[src/rtl/mmio_responder_pkg.sv]
// Shared definitions for the MMIO responder: register offsets on the CPU io_bus
// and the hex-digit to seven-segment lookup table.
package mmio_responder_pkg;

    localparam logic [7:0] IO_LED      = 8'h00;
    localparam logic [7:0] IO_IN_ST    = 8'h04;
    localparam logic [7:0] IO_IN_DATA  = 8'h08;
    localparam logic [7:0] IO_OUT_ST   = 8'h0C;
    localparam logic [7:0] IO_OUT_DATA = 8'h10;
    localparam int         IO_SEL_BIT  = 10;

    // Segment order is {g,f,e,d,c,b,a}; a 0 lights the segment.
    localparam logic [6:0] SEG_TABLE [16] = '{
        7'b1000000, 7'b1111001, 7'b0100100, 7'b0110000,
        7'b0011001, 7'b0010010, 7'b0000010, 7'b1111000,
        7'b0000000, 7'b0010000, 7'b0001000, 7'b0000011,
        7'b1000110, 7'b0100001, 7'b0000110, 7'b0001110
    };

    function automatic logic [6:0] hex_to_seg(input logic [3:0] nibble);
        return SEG_TABLE[nibble];
    endfunction

endpackage

[src/rtl/mmio_responder_debounce.sv]
// Conditions one raw asynchronous input: 2-flop synchronizer, stability counter,
// and a one-cycle pulse on each debounced rising edge.
module mmio_responder_debounce #(
    parameter int DB_CYCLES = 1000000
) (
    input  logic clk,
    input  logic rst,
    input  logic raw,
    output logic level,
    output logic pulse
);

    localparam int              CNT_W    = (DB_CYCLES > 1) ? $clog2(DB_CYCLES) : 1;
    localparam logic [CNT_W-1:0] CNT_LAST = CNT_W'(DB_CYCLES - 1);
    localparam logic [CNT_W-1:0] CNT_ONE  = CNT_W'(1);

    logic             sync1;
    logic             sync2;
    logic             stable;
    logic [CNT_W-1:0] cnt;
    logic [1:0]       primed;
    logic             armed;
    logic             update;

    assign update = (sync2 != stable) && (cnt == CNT_LAST);
    assign level  = stable;

    // An input held high through reset must not look like a fresh press, so the
    // edge detector arms only after a genuine low has come through the synchronizer.
    // NOTE: sequential state uses non-blocking assignments so every flop samples
    // pre-edge values regardless of statement order.
    always_ff @(posedge clk) begin
        if (rst) begin
            sync1  <= 1'b0;
            sync2  <= 1'b0;
            stable <= 1'b0;
            cnt    <= '0;
            primed <= 2'b00;
            armed  <= 1'b0;
            pulse  <= 1'b0;
        end else begin
            sync1  <= raw;
            sync2  <= sync1;
            primed <= {primed[0], 1'b1};
            if (primed[1] && !sync2) begin
                armed <= 1'b1;
            end

            if (sync2 == stable) begin
                cnt <= '0;
            end else if (cnt == CNT_LAST) begin
                cnt    <= '0;
                stable <= sync2;
            end else begin
                cnt <= cnt + CNT_ONE;
            end

            pulse <= update && sync2 && armed;
        end
    end

endmodule

[src/rtl/mmio_responder.sv]
// MMIO responder between the CPU io_bus and board pins: LED register, debounced
// switch input channel, seven-segment output channel and 8-digit display scan.
module mmio_responder
    import mmio_responder_pkg::*;
#(
    parameter int DB_CYCLES = 1000000,
    parameter int SCAN_BITS = 17,
    parameter int NSW       = 16
) (
    input  logic            clk,
    input  logic            rst,
    input  logic [31:0]     io_addr,
    input  logic [31:0]     io_dout,
    input  logic            io_we,
    output logic [31:0]     io_din,
    input  logic [NSW-1:0]  sw,
    input  logic [1:0]      btn,
    output logic [NSW-1:0]  led,
    output logic [7:0]      an,
    output logic [6:0]      seg
);

    localparam int SCAN_W = SCAN_BITS + 3;

    logic [NSW-1:0]    sw_level;
    logic [NSW-1:0]    sw_pulse;
    logic [1:0]        btn_level;
    logic [1:0]        btn_pulse;

    logic              sel;
    logic [7:0]        offset;
    logic              wr_led;
    logic              wr_in_clr;
    logic              wr_out;

    logic              in_vld;
    logic [NSW-1:0]    sw_snap;
    logic [31:0]       seg_val;
    logic              out_rdy;
    logic [SCAN_W-1:0] scan_cnt;
    logic [2:0]        scan_idx;
    logic [3:0]        nibble;

    for (genvar i = 0; i < NSW; i++) begin : g_sw
        mmio_responder_debounce #(.DB_CYCLES(DB_CYCLES)) u_debounce (
            .clk   (clk),
            .rst   (rst),
            .raw   (sw[i]),
            .level (sw_level[i]),
            .pulse (sw_pulse[i])
        );
    end

    for (genvar i = 0; i < 2; i++) begin : g_btn
        mmio_responder_debounce #(.DB_CYCLES(DB_CYCLES)) u_debounce (
            .clk   (clk),
            .rst   (rst),
            .raw   (btn[i]),
            .level (btn_level[i]),
            .pulse (btn_pulse[i])
        );
    end

    assign sel       = io_addr[IO_SEL_BIT];
    assign offset    = io_addr[7:0];
    assign wr_led    = io_we && sel && (offset == IO_LED);
    assign wr_in_clr = io_we && sel && (offset == IO_IN_ST) && io_dout[0];
    assign wr_out    = io_we && sel && (offset == IO_OUT_DATA);

    // Button events take priority on the input side, CPU writes on the output side.
    always_ff @(posedge clk) begin
        if (rst) begin
            led      <= '0;
            in_vld   <= 1'b0;
            sw_snap  <= '0;
            seg_val  <= '0;
            out_rdy  <= 1'b1;
            scan_cnt <= '0;
        end else begin
            if (wr_led) begin
                led <= io_dout[NSW-1:0];
            end

            if (btn_pulse[0]) begin
                in_vld  <= 1'b1;
                sw_snap <= sw_level;
            end else if (wr_in_clr) begin
                in_vld <= 1'b0;
            end

            if (wr_out) begin
                seg_val <= io_dout;
                out_rdy <= 1'b0;
            end else if (btn_pulse[1]) begin
                out_rdy <= 1'b1;
            end

            scan_cnt <= scan_cnt + SCAN_W'(1);
        end
    end

    // NOTE: the default assignment before the case keeps this block purely
    // combinational; a path that leaves io_din unassigned would infer a latch.
    always_comb begin
        io_din = '0;
        if (sel) begin
            case (offset)
                IO_IN_ST:   io_din = {31'b0, in_vld};
                IO_IN_DATA: io_din = 32'(sw_snap);
                IO_OUT_ST:  io_din = {31'b0, out_rdy};
                default:    io_din = '0;
            endcase
        end
    end

    assign scan_idx = scan_cnt[SCAN_BITS +: 3];
    assign an       = ~(8'b0000_0001 << scan_idx);
    assign nibble   = seg_val[{scan_idx, 2'b00} +: 4];
    assign seg      = hex_to_seg(nibble);

endmodule

[config.mk]
export PLATFORM = sky130hd
export DESIGN_NAME = mmio_responder
export DESIGN_NICKNAME = d
export VERILOG_FILES = /design/src/rtl/mmio_responder_pkg.sv /design/src/rtl/mmio_responder_debounce.sv /design/src/rtl/mmio_responder.sv
export SDC_FILE = /design/constraint.sdc
export NUM_CORES = 1
export LEC_CHECK = 0
export ABC_AREA = 1
export BUFFER_PORTS_ARGS = -buffer_cell sky130_fd_sc_hd__buf_2
export CAP_MARGIN = 30
export CORE_ASPECT_RATIO = 0.5
export CORE_MARGIN = 3
export CORE_UTILIZATION = 50
export DETAILED_ROUTE_END_ITERATION = 10
export PLACE_DENSITY = 0.7
export SETUP_SLACK_MARGIN = 0.05
export SLEW_MARGIN = 20
export SYNTH_ARGS = -nofsm -noshare
export SYNTH_HDL_FRONTEND = slang
export SYNTH_SLANG_ARGS = --single-unit
[constraint.sdc]
create_clock -name clk -period 1.77 [get_ports clk]
set_input_delay 0.354 -clock clk [delete_from_list [all_inputs] [get_ports clk]]
set_output_delay 0.354 -clock clk [all_outputs]
set_load 0.02 [all_outputs]
* Word level (Yosys, flattened, before mapping)
Memories as Yosys holds them, arrays and structs flattened.
Cells that the tools add are included.
** Storage, ports and cells
- Output and inout bits :: 63
- Memory bits (read-only) :: 112
- Register bits after elaboration :: 508
- Memories kept :: 1
** Memory list
- (no name shown) :: words 16, bits a word 7, read ports 1, clocked after Yosys merged registers in 0, write ports 0, line mmio_responder_pkg.sv:21 : return SEG_TABLE[nibble];
** Cells by class
- Magnitude comparators :: 1
- Equality and inequality tests :: 42
- Bitwise gates (word level) :: 20
- Multiplexer cells :: 10
- Shift-type cells :: 2
- Reduce and logical (&&, ||, !) cells :: 54
- Add/subtract/negate cells :: 19
** Operator list (number)
- $add A20 B1 Y20 const B :: 19
- $eq A20 B20 Y1 const B :: 18
- $reduce_or A3 Y1 :: 18
- $pmux W16 S3 :: 1
- $reduce_and A2 Y1 :: 18
- $shiftx A32 B6 Y4 :: 1
- $eq A1 B1 Y1 :: 18
- $not A1 Y1 :: 18
- $eq A8 B4 Y1 const B :: 2
- $mux W16 :: 1
- $mux W7 :: 2
- $logic_and A1 B1 Y1 :: 13
- $eq A8 B3 Y1 const B :: 1
- $eq A8 B5 Y1 const B :: 1
- $logic_not A8 Y1 :: 1
- $not A8 Y8 :: 1
- $shl A1 B3 Y8 const A :: 1
- $mux W1 :: 6
- $ge A5 B5 Y1 const B :: 1
- $not A4 Y5 :: 1
- $reduce_bool A2 Y1 :: 2
- $logic_not A1 Y1 :: 2
- $ne A1 B1 Y1 :: 2

* Longest topological paths before layout
- Depth in word-level cells :: 5
- Gate-level depth with buffers :: 13
- Gate-level depth less buffers :: 12

* Hierarchy
From an unflattened synthesis, not the netlist that was laid out.
** Unflattened totals
- Cells, all modules :: 3920
- Area total of the unflattened synthesis :: 26839.5 µm²
** By module, submodules not included
- mmio_responder_debounce at g_btn[0].u_debounce ... :: area an instance 1252.5 µm², cells each 183, instances 17, seq. area each 540.5 µm²
- mmio_responder :: area an instance 4297.9 µm², cells each 630, instances 1, seq. area each 1721.7 µm²
- mmio_responder_debounce at g_sw[9].u_debounce :: area an instance 1249.9 µm², cells each 179, instances 1, seq. area each 540.5 µm²

* Least setup slack after synthesis
OpenSTA, ideal clock, no wires.
- Path type :: reg-to-output
- From :: register scan_cnt[17]
- To :: output port seg[2]
- Path buffers :: 1
- Stages on the path, launching flop included :: 11
- Required time :: 1416 ps
- Arrival :: 1806 ps
- Slack :: -390 ps
- Cells stage by stage :: dfxtp_1 > buf_4 > nand2_1 > o21ai_0 > nand2_1 > nand3_1 > nand2_1 > ha_1 > inv_1 > nand3_1 > o21ai_0
** Between the ends
- Word-level cells in the longest chain between the ends :: 5
** RTL lines
- from (decl) :: line mmio_responder.sv:40 : logic [SCAN_W-1:0] scan_cnt;
- from (signal assigned) :: line mmio_responder.sv:98 : scan_cnt <= scan_cnt + SCAN_W'(1);
- $shiftx A32 B6 Y4 :: line mmio_responder.sv:118 : assign nibble = seg_val[{scan_idx, 2'b00} +: 4];
- $not A4 Y5 (not written as such) :: line mmio_responder_pkg.sv:21
- $mem_v2 Z16 W7
- $mux W7 (not written as such) (2 in series) :: line mmio_responder_pkg.sv:21
- to (decl) :: line mmio_responder.sv:20 : output logic [6:0] seg
No other way between the ends. The select of a mux whose other input is x is not followed.

* Worst setup path in the final report
- From :: register scan_cnt[17]
- To :: output port seg[1]
The elaborated chain is that of the path after synthesis.

==> impl_metrics.py <==
metrics = {
    "setup_path": {
        "crit_chain": "buf_12 > buf_8 > nand2_1 > nor2_2 > a21oi_2 > nand3_4 > nand2_4 > nand4_1 > nand2_2 > buf_4",
        "critPathKind": "reg -> out",
        "cp_num_buf_inv": 3,
        "required_ns": 1.42,
        "end_kind": "output port",
        "cp_max_fo": 8,
        "worstPathArrival_ns": 2.22,
        "critPathTopFamily": "simple AND/OR/NAND/NOR gates",
        "start_kind": "register",
        "critical_path.max_stage_delay_ns": 0.38,
        "slowest_stage": "dfxtp_4",
    },
    "detailed_routing": {
        "vias": 22124,
        "first_pass_iters": 5,
        "drc": 0,
        "vias_per_cell": 5.04,
        "wl_per_cell_um": 12.5,
        "drt-total-wl_um": 55000,
        "drt_iter0_drc": 1338,
        "ant_nets": 0,
    },
    "finish": {
        "syn_to_final_growth_pct": 18.0,
        "antenna_cells": 0,
        "final_layout_size_suffix_gt1_share_pct": 13.4,
        "final_core_util_pct": 60.4,
        "final_nets": 3824,
        "fill_cells": 4326,
    },
    "timing": {
        "relSlewSlack_pct": 63.0,
        "rsz0062_at_grt": "yes",
        "finalHoldViolations": 0,
        "fin_crit_ns": 2.58,
        "setup_violations": 16,
        "fin_setup_tns_ns": -6.69,
        "worst_slack_ns": -0.805,
        "tightest_slew_ns": 0.554,
        "fmax_mhz": 388,
        "timing.final.crit_share_pct": 145,
        "drv_slew": 0,
        "final.setup_skew_ns": 0.0233,
        "hold_ws_ns": 0.0159,
    },
    "logic_synthesis": {
        "synth_cell_types": 46,
        "yosys.area.top_type": "dfxtp_1",
        "synth_warnings": 0,
        "synth_cells": 3517,
        "synth_area_mm2": 0.0242,
        "synth_top_family_by_area": "simple AND/OR/NAND/NOR gates",
        "synth.most_common_cell": "nand2_1",
        "avgSynthCellArea_um2": 6.89,
        "synth-compound-area-share_pct": 6.73,
        "yosys.area_share.simple_pct": 37.3,
        "synth_edf_count": 0,
        "synth_common_cells": "773 x nand2_1, 759 x nor2_1, 506 x dfxtp_1, 365 x inv_1, 206 x nand3_1",
        "ys_seq_elements": 506,
        "seq_area_frac_synth_pct": 41.8,
        "synth_xor_area_share_pct": 4.91,
        "ys.flop_type": "dfxtp_1",
        "synth_mux_area_share_pct": 0,
        "synthTopCellsByArea": "dfxtp_1 42%, nand2_1 12%, nor2_1 12%, inv_1 5.7%, nand3_1 4.3%",
        "synth_top_area_share_pct": 41.8,
        "synth_fa_ha_area_share_pct": 1.24,
        "async_flop_share_pct": 0,
    },
    "global_routing": {
        "grt_pass1_wl_um": 91000,
        "grt_busiest_layer": "met2",
        "met3_usage_pct": 2.69,
        "use_met2_pct": 35.8,
        "use_met1_pct": 26.6,
        "grt_antenna_before_repair": 0,
        "grt_overflow": 0,
        "grt_max_degree": 40,
        "grtUsageTotal_pct": 20.5,
        "grt_pass1_vias": 20254,
    },
    "die": {
        "core_mm2": 0.0474,
        "io_pins": 148,
        "start_util_pct": 51.2,
        "rows": 56,
        "dieArea_mm2": 0.0513,
        "dieWidth_um": 317,
        "dieHeight_um": 162,
    },
    "power_and_ir_drop": {
        "clock_power_share_pct": 46.5,
        "p_int_mw": 17.7,
        "swShare_pct": 21.1,
        "comb_power_share_pct": 2.3,
        "irDropWorstVdd_uv": 579,
        "seqPwrFrac_pct": 51.2,
        "p_leak_nw": 9.78,
        "cellPowerDensity_mw_per_mm2": 783,
        "p_total_mw": 22.4,
        "p_sw_mw": 4.73,
    },
    "run_status": {
        "status": "complete, but fails checks",
        "violations": "setup timing",
    },
    "placed_design": {
        "hpwl_um": 38000,
        "gp_congestion": 0.882,
        "port_buffers": 108,
    },
    "clock_tree": {
        "numCtsBuffers": 46,
        "ctsRootBufferMaster": "clkbuf_16",
        "htree_num_levels": 2,
        "clockBufferDepth": 3,
        "numClockSinks": 506,
        "clk_pin_slew_ns": 0.06,
        "worst_skew_pair.late_latency_ns": 0.56,
        "cts_tree": "yes",
    },
    "job": {
        "drv_cap": 0,
    },
    "min_path": {
        "min_path_type": "in -> reg",
    },
}
==> state kept, by name, summed over array words and instances (netlist names) <==
name / flops
g_btn.u_debounce.primed: 2
g_btn.u_debounce.cnt: 40
in_vld: 1
g_btn.u_debounce.armed: 2
seg_val: 32
g_sw.u_debounce.sync1: 16
out_rdy: 1
g_btn.u_debounce.level: 2
g_sw.u_debounce.cnt: 320
g_btn.u_debounce.sync2: 2
g_sw.u_debounce.level: 16
scan_cnt: 20
g_btn.u_debounce.sync1: 2
led: 16
g_btn.u_debounce.pulse: 2
g_sw.u_debounce.sync2: 16
sw_snap: 16
==> power by group through the flow <==
stage	registers [mW]	clock network (mW)	logic, mW
2_1_floorplan	11.7	0	0.299
3_3_place_gp	11.7	0	0.462
5_1_grt	11.5	11.2	0.569
3_5_place_dp	11.7	0	0.467
4_1_cts	11.5	10.7	0.498
6_report	11.5	10.4	0.514
==> logic make-up after synthesis <==
group                      count (synthesis)
xor gates and xnor gates                 136
and+or+nand+nor                         2081
adders and majority gates                 24
other                                      1
DFF                                      506
AOI/OAI and AO/OA                        319
buffers and inverters                    450
==> layout by cell type (no fill, tap or decap), types with 23 or more instances in the layout <==
cell type  count
nand4_1       89
xnor2_1       42
buf_6         37
nor2_4        26
buf_4         63
buf_2         78
nand2_1      725
xor2_1        94
nand3_2       29
a21oi_1      182
inv_1        357
nand2_2       49
o21ai_0      113
nor2_1       737
dfxtp_1      502
nor2_2        30
nand3_1      184
nor3_1       106
nand3b_1      23
clkbuf_16     49
==> area by class of cell <==
type	count	area (um^2)	share of cell area [%]
clock buffer	67	1350	4.72
inverter	369	1400	4.90
tap	638	798	2.79
timing repair buffer	213	1850	6.45
clock inverter	17	223	0.779
sequential	506	10100	35.4
multi-input combinational	2579	12800	44.9
==> tightest hold or removal path: stages <==
cell	delay, ns
buf_2	0.10
inv_1	0.05
nor2_1	0.04
==> final timing paths <==
kind	cells after the start	slack [ns]	to	start
setup / recovery	10	-0.81	seg[1]	scan_cnt[17]$_SDFF_PP0_
hold / removal	3	0.02	g_sw[6].u_debounce.sync1$_SDFF_PP0_	sw[6]
setup reg to reg	9	0.17	g_btn[0].u_debounce.cnt[15]$_SDFF_PP0_	g_btn[0].u_debounce.cnt[0]$_SDFF_PP0_
hold reg to reg	2	0.40	g_sw[6].u_debounce.sync2$_SDFF_PP0_	g_sw[6].u_debounce.sync1$_SDFF_PP0_
==> routing by layer <==
layer	vias up	share of wire, %
met5	-	0
met4	0	2.8
met3	97	3.6
met2	403	47
met1	10092	47
li1	11532	-
==> what timing repair did <==
action / in CTS / in global routing
setup buffers: 7 / 7
cloned: 1 / 4
hold buffers: 14 / 0
resized for setup: 81 / 148
setup endpoints to repair: 31 / 258
endpoints found under the hold margin: 14 / 0
pin swaps: 33 / 40
==> through the flow <==
stage | setup WS [ns] | cells | instance area, um^2
after floorplan | -0.0164 | 3532 | 24400
after global placement | -0.224 | 4272 | 25900
after detailed placement | -0.242 | 4272 | 25900
after CTS | -0.709 | 4378 | 27900
after global routing | -0.896 | 4389 | 28600
final | -0.805 | 4389 | 28600
(Power assumes the default switching activity.)
